## src/rtl/collision_score_unit.sv

```systemverilog
// -----------------------------------------------------------------------------
// collision_score_unit
//
// Purpose:
//   Evaluates the ball position against the top/bottom walls and both paddles
//   once per ball-update strobe, emits registered one-cycle event pulses, owns
//   both score counters and runs the match FSM (IDLE/RALLY/POINT/OVER) that
//   detects the winner. Every output comes straight from a register, so there
//   is no combinational path from any input to any output.
//
// Ports:
//   clk         in   1        system clock
//   rst         in   1        synchronous active-high reset
//   ball_step   in   1        one-cycle strobe, bx/by hold a new ball position
//   bx, by      in   COORD_W  ball column / row
//   p1y, p2y    in   COORD_W  left / right paddle top row
//   new_game    in   1        clear scores and start a rally
//   paddle_hit  out  2        pulse: 01 left hit, 11 right hit, 00 none
//   wall_hit    out  1        pulse: ball on row 0 or FIELD_MAX
//   point_p1    out  1        pulse: player 1 scored
//   point_p2    out  1        pulse: player 2 scored
//   sc1, sc2    out  SCORE_W  player scores (saturate at WIN_SCORE)
//   serve_dir   out  1        side that conceded the last point (0 left)
//   game_over   out  1        high while the match is decided
//   winner      out  1        valid with game_over: 0 player 1, 1 player 2
// -----------------------------------------------------------------------------
module collision_score_unit #(
  parameter int COORD_W   = 6,
  parameter int FIELD_MAX = 63,
  parameter int PADDLE_H  = 6,
  parameter int P1_X      = 2,
  parameter int P2_X      = 61,
  parameter int SCORE_W   = 3,
  parameter int WIN_SCORE = 7
) (
  input  logic               clk,
  input  logic               rst,
  input  logic               ball_step,
  input  logic [COORD_W-1:0] bx,
  input  logic [COORD_W-1:0] by,
  input  logic [COORD_W-1:0] p1y,
  input  logic [COORD_W-1:0] p2y,
  input  logic               new_game,
  output logic [1:0]         paddle_hit,
  output logic               wall_hit,
  output logic               point_p1,
  output logic               point_p2,
  output logic [SCORE_W-1:0] sc1,
  output logic [SCORE_W-1:0] sc2,
  output logic               serve_dir,
  output logic               game_over,
  output logic               winner
);

  // Paddle range arithmetic is one bit wider than the coordinates so a paddle
  // whose top row sits near FIELD_MAX does not wrap back to row 0.
  localparam int EXT_W = COORD_W + 1;

  localparam logic [EXT_W-1:0]   PAD_SPAN = EXT_W'(PADDLE_H - 1);
  localparam logic [COORD_W-1:0] P1_COL   = COORD_W'(P1_X);
  localparam logic [COORD_W-1:0] P2_COL   = COORD_W'(P2_X);
  localparam logic [COORD_W-1:0] TOP_ROW  = '0;
  localparam logic [COORD_W-1:0] BOT_ROW  = COORD_W'(FIELD_MAX);
  localparam logic [SCORE_W-1:0] WIN_VAL  = SCORE_W'(WIN_SCORE);
  localparam logic [SCORE_W-1:0] SC_ONE   = SCORE_W'(1);

  typedef enum logic [1:0] {
    S_IDLE  = 2'd0,
    S_RALLY = 2'd1,
    S_POINT = 2'd2,
    S_OVER  = 2'd3
  } state_t;

  state_t             r_state;
  logic [1:0]         r_paddle_hit;
  logic               r_wall_hit;
  logic               r_point_p1;
  logic               r_point_p2;
  logic [SCORE_W-1:0] r_sc1;
  logic [SCORE_W-1:0] r_sc2;
  logic               r_serve_dir;
  logic               r_game_over;
  logic               r_winner;

  // ---------------------------------------------------------------------------
  // Paddle range test, one instance per paddle (index 0 left, 1 right).
  // ---------------------------------------------------------------------------
  logic [COORD_W-1:0] w_pad_top [2];
  logic [1:0]         w_in_range;

  assign w_pad_top[0] = p1y;
  assign w_pad_top[1] = p2y;

  genvar gi;
  generate
    for (gi = 0; gi < 2; gi++) begin : g_pad
      logic [EXT_W-1:0] w_top;
      logic [EXT_W-1:0] w_bot;
      logic [EXT_W-1:0] w_row;

      assign w_top = {1'b0, w_pad_top[gi]};
      assign w_bot = w_top + PAD_SPAN;
      assign w_row = {1'b0, by};
      assign w_in_range[gi] = (w_row >= w_top) && (w_row <= w_bot);
    end
  endgenerate

  // ---------------------------------------------------------------------------
  // Event decode for the current ball position.
  // ---------------------------------------------------------------------------
  logic w_hit_left;
  logic w_hit_right;
  logic w_miss_left;
  logic w_miss_right;
  logic w_wall;
  logic w_in_play;

  assign w_hit_left   = (bx == P1_COL) && w_in_range[0];
  assign w_hit_right  = (bx == P2_COL) && w_in_range[1];
  // A ball at or beyond a paddle column that was not returned is a miss; this
  // also covers a ball mover that overshoots the paddle column.
  assign w_miss_left  = (bx <= P1_COL) && !w_hit_left;
  assign w_miss_right = (bx >= P2_COL) && !w_hit_right;
  assign w_wall       = (by == TOP_ROW) || (by == BOT_ROW);
  // Strictly between the paddles: the ball mover has re-served.
  assign w_in_play    = (bx > P1_COL) && (bx < P2_COL);

  // Scores in RALLY are always below WIN_SCORE, so the increment cannot wrap.
  logic [SCORE_W-1:0] w_sc1_inc;
  logic [SCORE_W-1:0] w_sc2_inc;

  assign w_sc1_inc = r_sc1 + SC_ONE;
  assign w_sc2_inc = r_sc2 + SC_ONE;

  // ---------------------------------------------------------------------------
  // Match FSM with registered outputs.
  // ---------------------------------------------------------------------------
  always_ff @(posedge clk) begin
    if (rst) begin
      r_state      <= S_IDLE;
      r_paddle_hit <= 2'b00;
      r_wall_hit   <= 1'b0;
      r_point_p1   <= 1'b0;
      r_point_p2   <= 1'b0;
      r_sc1        <= '0;
      r_sc2        <= '0;
      r_serve_dir  <= 1'b0;
      r_game_over  <= 1'b0;
      r_winner     <= 1'b0;
    end else begin
      // Pulses fall back to zero unless an evaluated strobe sets them.
      r_paddle_hit <= 2'b00;
      r_wall_hit   <= 1'b0;
      r_point_p1   <= 1'b0;
      r_point_p2   <= 1'b0;

      if (new_game) begin
        // serve_dir deliberately survives a new game.
        r_sc1       <= '0;
        r_sc2       <= '0;
        r_game_over <= 1'b0;
        r_winner    <= 1'b0;
        r_state     <= S_RALLY;
      end else begin
        case (r_state)
          S_IDLE: begin
            r_state <= S_IDLE;
          end

          S_RALLY: begin
            if (ball_step) begin
              r_wall_hit <= w_wall;

              if (w_hit_left) begin
                r_paddle_hit <= 2'b01;
              end else if (w_hit_right) begin
                r_paddle_hit <= 2'b11;
              end

              if (w_miss_left) begin
                r_point_p2  <= 1'b1;
                r_sc2       <= w_sc2_inc;
                r_serve_dir <= 1'b0;
                if (w_sc2_inc == WIN_VAL) begin
                  r_state     <= S_OVER;
                  r_game_over <= 1'b1;
                  r_winner    <= 1'b1;
                end else begin
                  r_state <= S_POINT;
                end
              end else if (w_miss_right) begin
                r_point_p1  <= 1'b1;
                r_sc1       <= w_sc1_inc;
                r_serve_dir <= 1'b1;
                if (w_sc1_inc == WIN_VAL) begin
                  r_state     <= S_OVER;
                  r_game_over <= 1'b1;
                  r_winner    <= 1'b0;
                end else begin
                  r_state <= S_POINT;
                end
              end
            end
          end

          S_POINT: begin
            // The re-serve strobe only ends the lock-out; it is not scored.
            if (ball_step && w_in_play) begin
              r_state <= S_RALLY;
            end
          end

          S_OVER: begin
            r_state <= S_OVER;
          end

          default: begin
            r_state <= S_IDLE;
          end
        endcase
      end
    end
  end

  assign paddle_hit = r_paddle_hit;
  assign wall_hit   = r_wall_hit;
  assign point_p1   = r_point_p1;
  assign point_p2   = r_point_p2;
  assign sc1        = r_sc1;
  assign sc2        = r_sc2;
  assign serve_dir  = r_serve_dir;
  assign game_over  = r_game_over;
  assign winner     = r_winner;

endmodule
```

## config.mk

```make
export PLATFORM = sky130hd
export DESIGN_NAME = collision_score_unit
export DESIGN_NICKNAME = d
export VERILOG_FILES = /design/src/rtl/collision_score_unit.sv
export SDC_FILE = /design/constraint.sdc
export NUM_CORES = 1
export LEC_CHECK = 0
export BUFFER_PORTS_ARGS = -buffer_cell sky130_fd_sc_hd__buf_4
export CAP_MARGIN = 30
export CORE_MARGIN = 10
export CORE_UTILIZATION = 43
export DETAILED_ROUTE_END_ITERATION = 12
export PLACE_DENSITY = 0.75
export SYNTH_ARGS = -nofsm -noshare
export SYNTH_HDL_FRONTEND = slang
export SYNTH_SLANG_ARGS = --single-unit
```

## constraint.sdc

```tcl
create_clock -name clk -period 2.84 [get_ports clk]
set_input_delay 0.284 -clock clk [delete_from_list [all_inputs] [get_ports clk]]
set_output_delay 0.284 -clock clk [all_outputs]
set_load 0.01 [all_outputs]
```

; ---- Word level (Yosys, flattened, before mapping)
; Index checks and enable logic that the tools add are counted.
[op_classes]
n_mux = 21
add_sub_neg = 4
n_bitwise = 4
eq_ne = 15
order_cmp = 8
n_reduce_logical = 25
[ops]
columns = cell, n
row1 = two-way mux 1 bit, 15
row2 = "adder 6 x 3 -> 7 bit, second input constant", 2
row3 = <= comparator 6 x 7 -> 1 bit, 2
row4 = "== test 6 bit, second input constant", 2
row5 = >= comparator 6 bit, 2
row6 = two-way mux 2 bit, 5
row7 = OR reduction 5 bit, 2
row8 = "inequality test 3 bit, second input constant", 3
row9 = AND reduction 3 bit, 3
row10 = logical AND 1 bit, 8
row11 = case mux 2 bit (4 select lines), 1
row12 = AND reduction 4 bit, 2
row13 = "adder 3 x 1 -> 3 bit, second input constant", 2
row14 = "== test 3 bit, second input constant", 2
row15 = "== test 6 x 2 -> 1 bit, second input constant", 1
row16 = ">= comparator 6 bit, second input constant", 1
row17 = "greater-than comparator 6 x 2 -> 1 bit, second input constant", 1
row18 = "<= comparator 6 x 2 -> 1 bit, second input constant", 1
row19 = zero test 6 bit, 1
row20 = "< comparator 6 bit, second input constant", 1
row21 = AND reduction 5 bit, 1
row22 = "== test 2 bit, second input constant", 2
row23 = "inequality test 2 bit, second input constant", 2
row24 = "inequality test 4 bit, second input constant", 1
row25 = other kinds (9), 14
[totals]
regBits = 16
input_bits = 28
wordCells = 89

; ---- Longest topological paths before layout
; Gate-level depths: netlist (run 1).
[logic_depth]
ltp_word = 11
ltp_mapped = 10
ltp_nobuf = 10

; ---- Worst setup path before layout (run 1)
; Ideal clock, no wire load.
[synth_path]
kind = input-to-reg
startpoint = in p1y[0]
endpoint = reg r_state[0]
required_time_ps = 2749
t_arrival_ps = 2338
slack_ps = 411
stages = 10
cell_sequence = ha_1 -> o21ai_0 -> xnor2_1 -> ha_1 -> o21a_1 -> o221a_2 -> o41ai_2 -> a21o_1 -> mux2_4 -> a311oi_1
[synth_via]
elab_chain_cells = 10
elab_cells_between_ends = 13
[synth_lines]
columns = element, line_no
row1 = start: declaration, 41  ; input logic [COORD_W-1:0] p1y,
row2 = adder 6 x 3 -> 7 bit, 102  ; assign w_bot = w_top + PAD_SPAN;
row3 = <= comparator 6 x 7 -> 1 bit, 104  ; assign w_in_range[gi] = (w_row >= w_top) && (w_row <= w_bot);
row4 = logical AND 1 bit *, 104
row5 = logical AND 1 bit *, 118  ; assign w_hit_left = (bx == P1_COL) && w_in_range[0];
row6 = zero test 1 bit *, 122  ; assign w_miss_left = (bx <= P1_COL) && !w_hit_left;
row7 = logical AND 1 bit *, 122
row8 = two-way mux 2 bit, 180  ; if (w_miss_left) begin
row9 = two-way mux 2 bit, 171  ; if (ball_step) begin
row10 = case mux 2 bit (4 select lines), 165  ; case (r_state)
row11 = two-way mux 1 bit, 157  ; if (new_game) begin
row12 = end signal: assignment, 163  ; r_state <= S_RALLY;
row13 = end signal: assignment, 167  ; r_state <= S_IDLE;
row14 = end signal: assignment, 185  ; r_state <= S_OVER;
row15 = end: declaration, 74  ; state_t r_state;
; Every way passes the cells marked *; elsewhere a longest branch is shown, timed or not. The select of a mux whose other input is x is not followed.
; A chain may end at the register's enable or synchronous reset.

; ---- Worst setup path in the final report (run 1)
; Same ends and word-level chain as after synthesis.

==> reports/metrics.cfg, run 1 <==
[synth]
synth_top_family_by_area = adder cells
synth-simple-area-share = 0.1694
yosys_warnings = 0
synthMuxAreaShare = 0.009868
ys_seq_area_frac = 0.2105
avgSynthCellArea_um2 = 8.406
synth_top_area_share = 0.2467
synthArstFlopShare = 0
syn_nets = 239
synth-edff-count = 0
synth_area_um2 = 1521
synth_common_cells = ha_1 (30), inv_1 (20), nor2_1 (18), dfxtp_1 (16), a21oi_1 (12)
yosysUniqueCellTypes = 39
synthCells = 181
synth_area_leaders = ha_1 (25%), dfxtp_1 (21%), inv_1 (4.9%)
synth-seq-cells = 16
yosys.area.top_type = ha_1
synth_compound_area_frac = 0.2426
yosys.area_share.adder = 0.2467
post-synth-top-count-cell = ha_1
synth_xor_area_frac = 0.06908
synth_ff_type = dfxtp_1

[global_route]
grt_overflow = 0
grt_max_degree = 10
track_usage = 0.1103
grt_pass1_wl_mm = 5.899
grt_pass1_vias = 1386
antenna_found_initial = 0

[hold_path]
whs_path_depth = 2
min_to = serve_dir
min_from = rst
hold_class = in2reg

[detailed_routing]
drt_iter0_drc = 84
wirelength_mm = 3.494
drc = 0
wl_met1_mm = 1.586
vias_per_cell = 5.240
top_layer_used = met4
antenna_left = 0
dr_wl_met3_um = 244
wl_per_cell_um = 12.89
vias = 1420
drt-pass1-iter-count = 4
wl_met2_mm = 1.609

[clock_tree]
numCtsBuffers = 3
hold_buffers = 0
root_buffer = clkbuf_4
cts_buffer_depth = 2
clkTransAtPathRegs_ns = 0.09
cts_resized = 0
cts_sinks = 16
tritoncts = yes
insertion_delay_ns = 0.30
post_cts_buffers = 0
h-tree-depth = 1

[timing]
rsz0062_at_grt = false
finClkSkew_ns = 0.008065
fin_crit_ns = 2.438
final_hold_viol_count = 0
setup_viol = 0
slew_headroom = 0.6821
hold_ws_ns = 0.1621
worst_slack_ns = 0.4020
period_share = 0.8584
final_max_slew_viol_count = 0
fmax_mhz = 410.2
setup-tns-final_ns = 0
worstMarginPinSlew_ns = 0.4760

[run]
drv_cap = 0

[setup_path]
critPathBufInv = 1
crit_required_ns = 3.04
reg2reg_from = r_state[1]
worstSetupPathType = in2reg
reg2reg_slack_ns = 1.18
crit_family = compound AO/OA/AOI/OAI gates
r2r-end = sc1[2]
crit_chain = buf_4 > ha_1 > o21ai_0 > xnor2_1 > ha_1 > o21a_1 > o221a_2 > o41ai_2 > a21o_1 > mux2_4 > a311oi_1
cp_max_fo = 6
critPathMaxStageDelay_ns = 0.32
cp.arrival_ns = 2.64
crit_path_frequent_cell = ha_1
worstSetupEndpointType = register
slowest_stage = mux2_4
worst_setup_path_start_kind = primary input
reg2reg_depth = 6

[outcome]
status = finished, final reports clean

[final_layout]
area_growth_pct = 26.15
n_fill_cell = 330
antenna_cells = 0
layout.nets = 284
final_util = 0.5663
drive_above_1_share = 0.2444

[placed_design]
hpwl_mm = 3.009
place_congestion = 0.8234
io_buffer_count = 41
place_ws_ns = 0.1096

[die]
die_area_um2 = 6318
die_y_um = 79.49
rows = 21
dieWidth_um = 79.49
ios = 42
start_util = 0.4489
core_area_um2 = 3390

[power_and_ir_drop]
combPwrFrac = 0.329
power_frac_clock = 0.268
switchingPower_uw = 170.1
p_sw_frac = 0.3019
intPower_uw = 393.4
power_frac_seq = 0.402
cellPowerDensity_nw_per_um2 = 293.6
leakage_uw = 0.0009261
p_total_uw = 563.5
irDropWorstVdd_uv = 297.5

-- power by group through the flow --
| stage | logic (µW) | registers, µW | clock network [µW] |
|---|---|---|---|
| 2_1_floorplan | 118 | 232 | 0 |
| 3_3_place_gp | 182 | 232 | 0 |
| 3_5_place_dp | 187 | 232 | 0 |
| 4_1_cts | 187 | 227 | 153 |
| 5_1_grt | 214 | 227 | 162 |
| 6_report | 186 | 227 | 151 |
-- cell families (layout without fill, tap and decap cells) --
| kind of cell | after synthesis | in the layout |
|---|---|---|
| xor gates and xnor gates | 12 | 12 |
| AOI/OAI and AO/OA | 51 | 51 |
| DFF | 16 | 16 |
| adders and majority gates | 30 | 30 |
| buffers and inverters | 21 | 65 |
| muxes | 1 | 1 |
| and+or+nand+nor | 50 | 50 |
-- through the flow --
step,cell area [µm²],std cells
detailed placement,1883,267
global placement,1883,267
finish,1919,271
global route,1919,271
CTS,1919,271
floorplan,1521,181
-- worst reg2reg max path, cell delays in order, from the launching register on --
cell,delay [ns]
dfxtp_1,0.35
nand3b_1,0.27
nand2b_1,0.23
nor2_1,0.11
o31a_1,0.29
a21oi_1,0.11
a31o_2,0.21
-- placed cells by master (no fill, tap or decap), drive strengths merged, types with 4 or more instances in the layout --
cell type | netlist | final
xnor2 | 8 | 8
a211oi | 6 | 6
nand2 | 9 | 9
a21oi | 12 | 12
ha | 30 | 30
clkbuf | 0 | 4
o21ai | 5 | 5
nand4 | 4 | 4
inv | 20 | 20
dfxtp | 16 | 16
buf | 1 | 41
xor2 | 4 | 4
a21o | 7 | 7
nor2 | 18 | 18
-- worst max-delay path by stage --
stage / startpoint / to / slack (ns) / cells past startpoint
floorplan: p1y[0] / r_state[0] / 0.41 / 10
finish: p1y[0] / r_state[0] / 0.40 / 11
CTS: p1y[0] / r_state[0] / 0.40 / 11
global route: p1y[0] / r_state[0] / 0.21 / 11
detailed placement: p1y[0] / r_state[0] / 0.11 / 11
global placement: p1y[0] / r_state[0] / 0.19 / 11
-- flip-flops by register name (all words and copies together) (netlist names) --
name,cells
game_over,1
winner,1
r_state,2
sc2,3
point_p1,1
wall_hit,1
paddle_hit,2
serve_dir,1
sc1,3
point_p2,1
-- area by class of cell --
cell class	instances	area, µm²	share of cell area
Multi-Input combinational cell	144	1122	0.5847
Timing Repair Buffer	41	307.8	0.1604
Tap cell	46	57.56	0.02999
Sequential cell	16	320.3	0.1669
Inverter	20	75.07	0.03911
Clock buffer	4	36.28	0.01890
-- routing by layer --
metal	track usage	vias up
met4	0.02867	0
met1	0.1329	626
li1	-	758
met2	0.1804	29
met5	0	-
met3	0.03941	7
No activity file was read; power rests on OpenSTA's default activity.
==> run 2, diff against run 1 <==
--- a/config.mk
+++ b/config.mk
@@ -10,7 +10,8 @@
 export CORE_MARGIN = 10
 export CORE_UTILIZATION = 43
 export DETAILED_ROUTE_END_ITERATION = 12
-export PLACE_DENSITY = 0.75
+export PLACE_DENSITY = 0.78
+export REMOVE_ABC_BUFFERS = 1
 export SYNTH_ARGS = -nofsm -noshare
 export SYNTH_HDL_FRONTEND = slang
 export SYNTH_SLANG_ARGS = --single-unit
==> reports/metrics.cfg, run 2 (synthesis results as in run 1) <==
[power_and_ir_drop]
irDropWorstVdd_uv = 242.7  ; -18%
cellPowerDensity_nw_per_um2 = 276.4  ; -5.9%
p_total_uw = 526.7  ; -6.5%
leakage_uw = 0.0009189  ; -0.78%

[detailed_routing]
wl_per_cell_um = 12.92  ; +0.23%
antenna_left = 0  ; unchanged
wirelength_mm = 3.489  ; -0.14%
drc = 0  ; unchanged
drt-pass1-iter-count = 4  ; unchanged
vias_per_cell = 5.281  ; +0.79%
vias = 1426  ; +0.42%
drt_iter0_drc = 127  ; +51%

[timing]
final_max_slew_viol_count = 0  ; unchanged
setup-tns-final_ns = 0  ; unchanged
fin_crit_ns = 2.410  ; -0.02835 ns
finClkSkew_ns = 0.0008425  ; -0.007223 ns
period_share = 0.8485  ; -0.009982
hold_ws_ns = 0.1859  ; +0.02381 ns
fmax_mhz = 415.0  ; +1.2%
worstMarginPinSlew_ns = 0.4626  ; -0.01342 ns
final_hold_viol_count = 0  ; unchanged
rsz0062_at_grt = false
slew_headroom = 0.6911  ; +0.008966
setup_viol = 0  ; unchanged

[global_route]
grt_overflow = 0  ; unchanged
grt_pass1_vias = 1431  ; +3.2%
grt_pass1_wl_mm = 6.265  ; +6.2%
grt_max_degree = 9  ; -1
antenna_found_initial = 0  ; unchanged
track_usage = 0.1147  ; +0.004384

[setup_path]
slowest_stage = mux2_4
cp_max_fo = 6  ; unchanged
worstSetupEndpointType = register
reg2reg_from = r_state[1]
reg2reg_slack_ns = 1.15  ; -0.03 ns
crit_chain = buf_4 > ha_1 > o21ai_0 > xnor2_1 > ha_1 > o21a_1 > o221a_2 > o41ai_2 > a21o_1 > mux2_4 > a311oi_1
cp.arrival_ns = 2.61  ; -0.03 ns
crit_path_frequent_cell = ha_1
r2r-end = sc1[2]
critPathMaxStageDelay_ns = 0.31  ; about the same
crit_required_ns = 3.04  ; about the same
reg2reg_depth = 6  ; unchanged
worstSetupPathType = in2reg
worst_setup_path_start_kind = primary input

[final_layout]
antenna_cells = 0  ; unchanged
final_common_cell = buf_4
area_growth_pct = 25.25
register_area_um2 = 320.3  ; unchanged
final_cells = 270  ; -0.37%
multi_input_area_um2 = 1122  ; unchanged
mostFrequentLayoutCells = buf_4 (41), ha_1 (30), inv_1 (20), nor2_1 (18), dfxtp_1 (16)
n_fill_cell = 330  ; unchanged
layout.nets = 284  ; unchanged
final_util = 0.5622  ; -0.004061
drive_above_1_share = 0.2411  ; -0.003373

[clock_tree]
cts_sinks = 16  ; unchanged
post_cts_buffers = 0  ; unchanged
cts_resized = 0  ; unchanged
insertion_delay_ns = 0.28  ; -0.02 ns
tritoncts = yes
clkTransAtPathRegs_ns = 0.08  ; about the same
numCtsBuffers = 3  ; unchanged
hold_buffers = 0  ; unchanged
root_buffer = clkbuf_4
h-tree-depth = 1  ; unchanged
cts_buffer_depth = 2  ; unchanged

[placed_design]
io_buffer_count = 41  ; unchanged
hpwl_mm = 3.050  ; +1.3%
place_congestion = 0.8313  ; +0.96%
dp.cells = 267  ; unchanged

[hold_path]
whs_path_depth = 2  ; unchanged
min_from = rst
min_to = r_state[0]
hold_class = in2reg

[die]
ios = 42  ; unchanged
die_area_um2 = 6318  ; unchanged
die_y_um = 79.49  ; unchanged
core_area_um2 = 3390  ; unchanged
rows = 21  ; unchanged
dieWidth_um = 79.49  ; unchanged
start_util = 0.4489  ; unchanged

[outcome]
status = finished, final reports clean

[run]
drv_cap = 0  ; unchanged

## run 2: changes by cell type in the layout (fill, tap and decap cells not counted)
cell      before  now
clkbuf_8       1    0
## run 2: final cells by class
cell class / count / area share
well taps: 46 / 0.03020
repair buffers: 41 / 0.1615
flip-flops and latches: 16 / 0.1681
inverters: 20 / 0.03940
clock buffers: 3 / 0.01182
multi-input cells: 144 / 0.5890
## run 2: layer usage
layer  global-route usage  routed length [µm]  vias to the layer above
met5                    0                   0                        -
met1               0.1317                1493                      626
met3              0.03604                 276                        4
met4              0.01613                  21                        0
met2               0.2055                1697                       40
li1                     -                   -                      756
## run 2: worst max-delay path, delay by kind of cell
kind,cells,cell delay (ns)
AO/OA/AOI/OAI,6,1.24
adder cells (fa/ha/maj),2,0.49
multiplexers,1,0.31
XOR/XNOR,1,0.14
buffers and inverters,1,0.12
## run 2: how the worst max path moves through the flow
stage                start    endpoint  slack, ns
floorplan           p1y[0]  r_state[0]       0.41
global placement    p1y[0]  r_state[0]       0.20
detailed placement  p1y[0]  r_state[0]       0.13
CTS                 p1y[0]  r_state[0]       0.43
global route        p2y[0]  r_state[0]       0.16
finish              p1y[0]  r_state[0]       0.43
## run 2: where the power goes
group	total [µW]	switching (µW)	internal, µW	leakage, µW
Clock	114	64.6	49.2	0.0000138
Combinational	186	96.7	89.5	0.000776
Sequential	227	1.10	226	0.000129
Total	527	162	364	0.000919
## run 2: stage by stage
stage	cell area (µm²)	worst slack, ns
floorplan	1518	0.4110
global placement	1883	0.1983
detailed placement	1883	0.1342
CTS	1906	0.4343
global route	1906	0.1604
finish	1906	0.4304
==> run 3, diff against run 2 <==
--- a/config.mk
+++ b/config.mk
@@ -10,7 +10,7 @@
 export CORE_MARGIN = 10
 export CORE_UTILIZATION = 43
 export DETAILED_ROUTE_END_ITERATION = 12
-export PLACE_DENSITY = 0.78
+export PLACE_DENSITY = 0.8
 export REMOVE_ABC_BUFFERS = 1
 export SYNTH_ARGS = -nofsm -noshare
 export SYNTH_HDL_FRONTEND = slang
==> constraint.sdc (replaced) <==
create_clock -name clk -period 2.1 [get_ports clk]
set_input_delay 0.21 -clock clk [delete_from_list [all_inputs] [get_ports clk]]
set_output_delay 0.21 -clock clk [all_outputs]
set_load 0.01 [all_outputs]
==> reports/metrics.cfg, run 3 (synthesis results as in run 1) <==
[global_route]
grt_max_degree = 9  ; unchanged
grt_overflow = 0  ; unchanged
grt_pass1_wl_mm = 6.527  ; +4.2%
track_usage = 0.1200  ; +0.005304
antenna_found_initial = 0  ; unchanged
grt_pass1_vias = 1576  ; +10%

[timing]
setup_viol = 0  ; unchanged
final_hold_viol_count = 0  ; unchanged
fin_crit_ns = 2.067
setup-tns-final_ns = 0  ; unchanged
fmax_mhz = 483.7
hold_ws_ns = 0.09490  ; -0.09099 ns
worstMarginPinSlew_ns = 0.3139  ; -0.1486 ns
finClkSkew_ns = 0.004823  ; +0.003980 ns
slew_headroom = 0.7884  ; +0.09737
period_share = 0.9845
final_max_slew_viol_count = 0  ; unchanged
rsz0062_at_grt = true
worst_slack_ns = 0.03253  ; -0.3979 ns

[setup_path]
worstSetupEndpointType = register
cp.depth = 11  ; unchanged
startpoint = p2y[0]
crit_family = compound AO/OA/AOI/OAI gates
reg2reg_from = r_state[1]
r2r-end = sc1[0]
reg2reg_slack_ns = 0.45  ; -0.70 ns
reg2reg_depth = 7  ; +1
worstSetupPathType = in2reg
critPathBufInv = 2  ; +1
cp_max_fo = 5  ; -1
slowest_stage = o31a_1
cp.arrival_ns = 2.28  ; -0.33 ns
crit_path_frequent_cell = a21oi_2
crit_chain = buf_4 > ha_2 > o21ai_2 > xnor2_1 > ha_1 > a21o_1 > a21oi_2 > a21oi_2 > o31a_1 > buf_6 > a211oi_1
critPathMaxStageDelay_ns = 0.40  ; +0.09 ns
crit_required_ns = 2.31  ; -0.73 ns
endpoint = sc1[1]
worst_setup_path_start_kind = primary input

[final_layout]
final_common_cell = buf_4
area_growth_pct = 44.00
layout.nets = 307  ; +8.1%
final_cells = 293  ; +8.5%
mostFrequentLayoutCells = buf_4 (60), ha_1 (28), inv_1 (20), nor2_1 (18), dfxtp_1 (16)
drive_above_1_share = 0.3725  ; +0.1314
antenna_cells = 0  ; unchanged

[clock_tree]
cts_buffer_depth = 2  ; unchanged
tritoncts = yes
h-tree-depth = 1  ; unchanged
insertion_delay_ns = 0.29  ; about the same
root_buffer = clkbuf_4
clkTransAtPathRegs_ns = 0.09  ; about the same
cts_sinks = 16  ; unchanged
numCtsBuffers = 3  ; unchanged

[detailed_routing]
antenna_left = 0  ; unchanged
drt-pass1-iter-count = 4  ; unchanged
wl_per_cell_um = 13.64  ; +5.5%
vias_per_cell = 5.253  ; -0.55%
drc = 0  ; unchanged
wirelength_mm = 3.996  ; +15%
vias = 1539  ; +7.9%
drt_iter0_drc = 134  ; +5.5%

[power_and_ir_drop]
leakage_uw = 0.001054  ; +15%
irDropWorstVdd_uv = 255.5  ; +5.3%
cellPowerDensity_nw_per_um2 = 360.9  ; +31%

[placed_design]
place_congestion = 0.8701  ; +4.7%
hpwl_mm = 3.246  ; +6.4%
io_buffer_count = 41  ; unchanged
dp.cells = 288  ; +7.9%
place_ws_ns = -0.4544  ; -0.5886 ns

[die]
die_y_um = 79.49  ; unchanged
ios = 42  ; unchanged
start_util = 0.4489  ; unchanged
rows = 21  ; unchanged
die_area_um2 = 6318  ; unchanged
dieWidth_um = 79.49  ; unchanged
core_area_um2 = 3390  ; unchanged

[outcome]
status = finished, final reports clean

[hold_path]
hold_class = in2reg

[run]
drv_cap = 0  ; unchanged

==> run 3: cell count changes in the layout (fill, tap and decap cells not counted), sizes merged <==
cell  before  now
buf       41   64
==> run 3: power breakdown <==
group          internal, µW  leakage [µW]  switching, µW  total [µW]
sequential              305      0.000129           1.55         307
combinational           165      0.000911            158         323
clock                  66.8     0.0000138           93.8         161
total                   537       0.00105            254         791
==> run 3: per-layer routing <==
metal | track usage | part of all wire
met5 | 0 | 0
met4 | 0.01792 | 0.011
met3 | 0.03829 | 0.057
met2 | 0.2136 | 0.50
met1 | 0.1382 | 0.43
==> run 3: cell type report <==
class / instances / area, µm²
inverter: 20 / 75.07
clock buffer: 3 / 22.52
sequential: 16 / 320.3
timing repair buffer: 64 / 503.0
multi-input combinational: 144 / 1212
fill: 294 / 1199
tap: 46 / 57.56
==> run 3: repair_timing <==
action / in CTS / in global routing
endpoints found under the hold margin: 0 / 0
pin swaps: 7 / 8
gates resized for setup: 6 / 23
buffers inserted: 0 / 2
endpoints found under the setup margin: 5 / 10
hold buffers: 0 / 0
==> run 3: through the flow <==
step	cell area [µm²]	power [µW]	utilization
floorplan	1518	472.0	-
global placement	2041	593.3	0.6021
detailed placement	2041	602.5	0.6021
CTS	2076	767.1	0.6124
global route	2191	855.6	0.6464
finish	2191	790.7	0.6464
==> run 3: worst min path at each step <==
stage | slack (ns) | depth (start not counted) | to | startpoint
global route | 0.09 | 2 | r_state[0] | rst
global placement | 0.40 | 2 | r_state[0] | rst
finish | 0.09 | 2 | r_state[0] | rst
detailed placement | 0.40 | 2 | serve_dir | rst
floorplan | 0.28 | 1 | r_state[0] | rst
CTS | 0.09 | 2 | serve_dir | rst
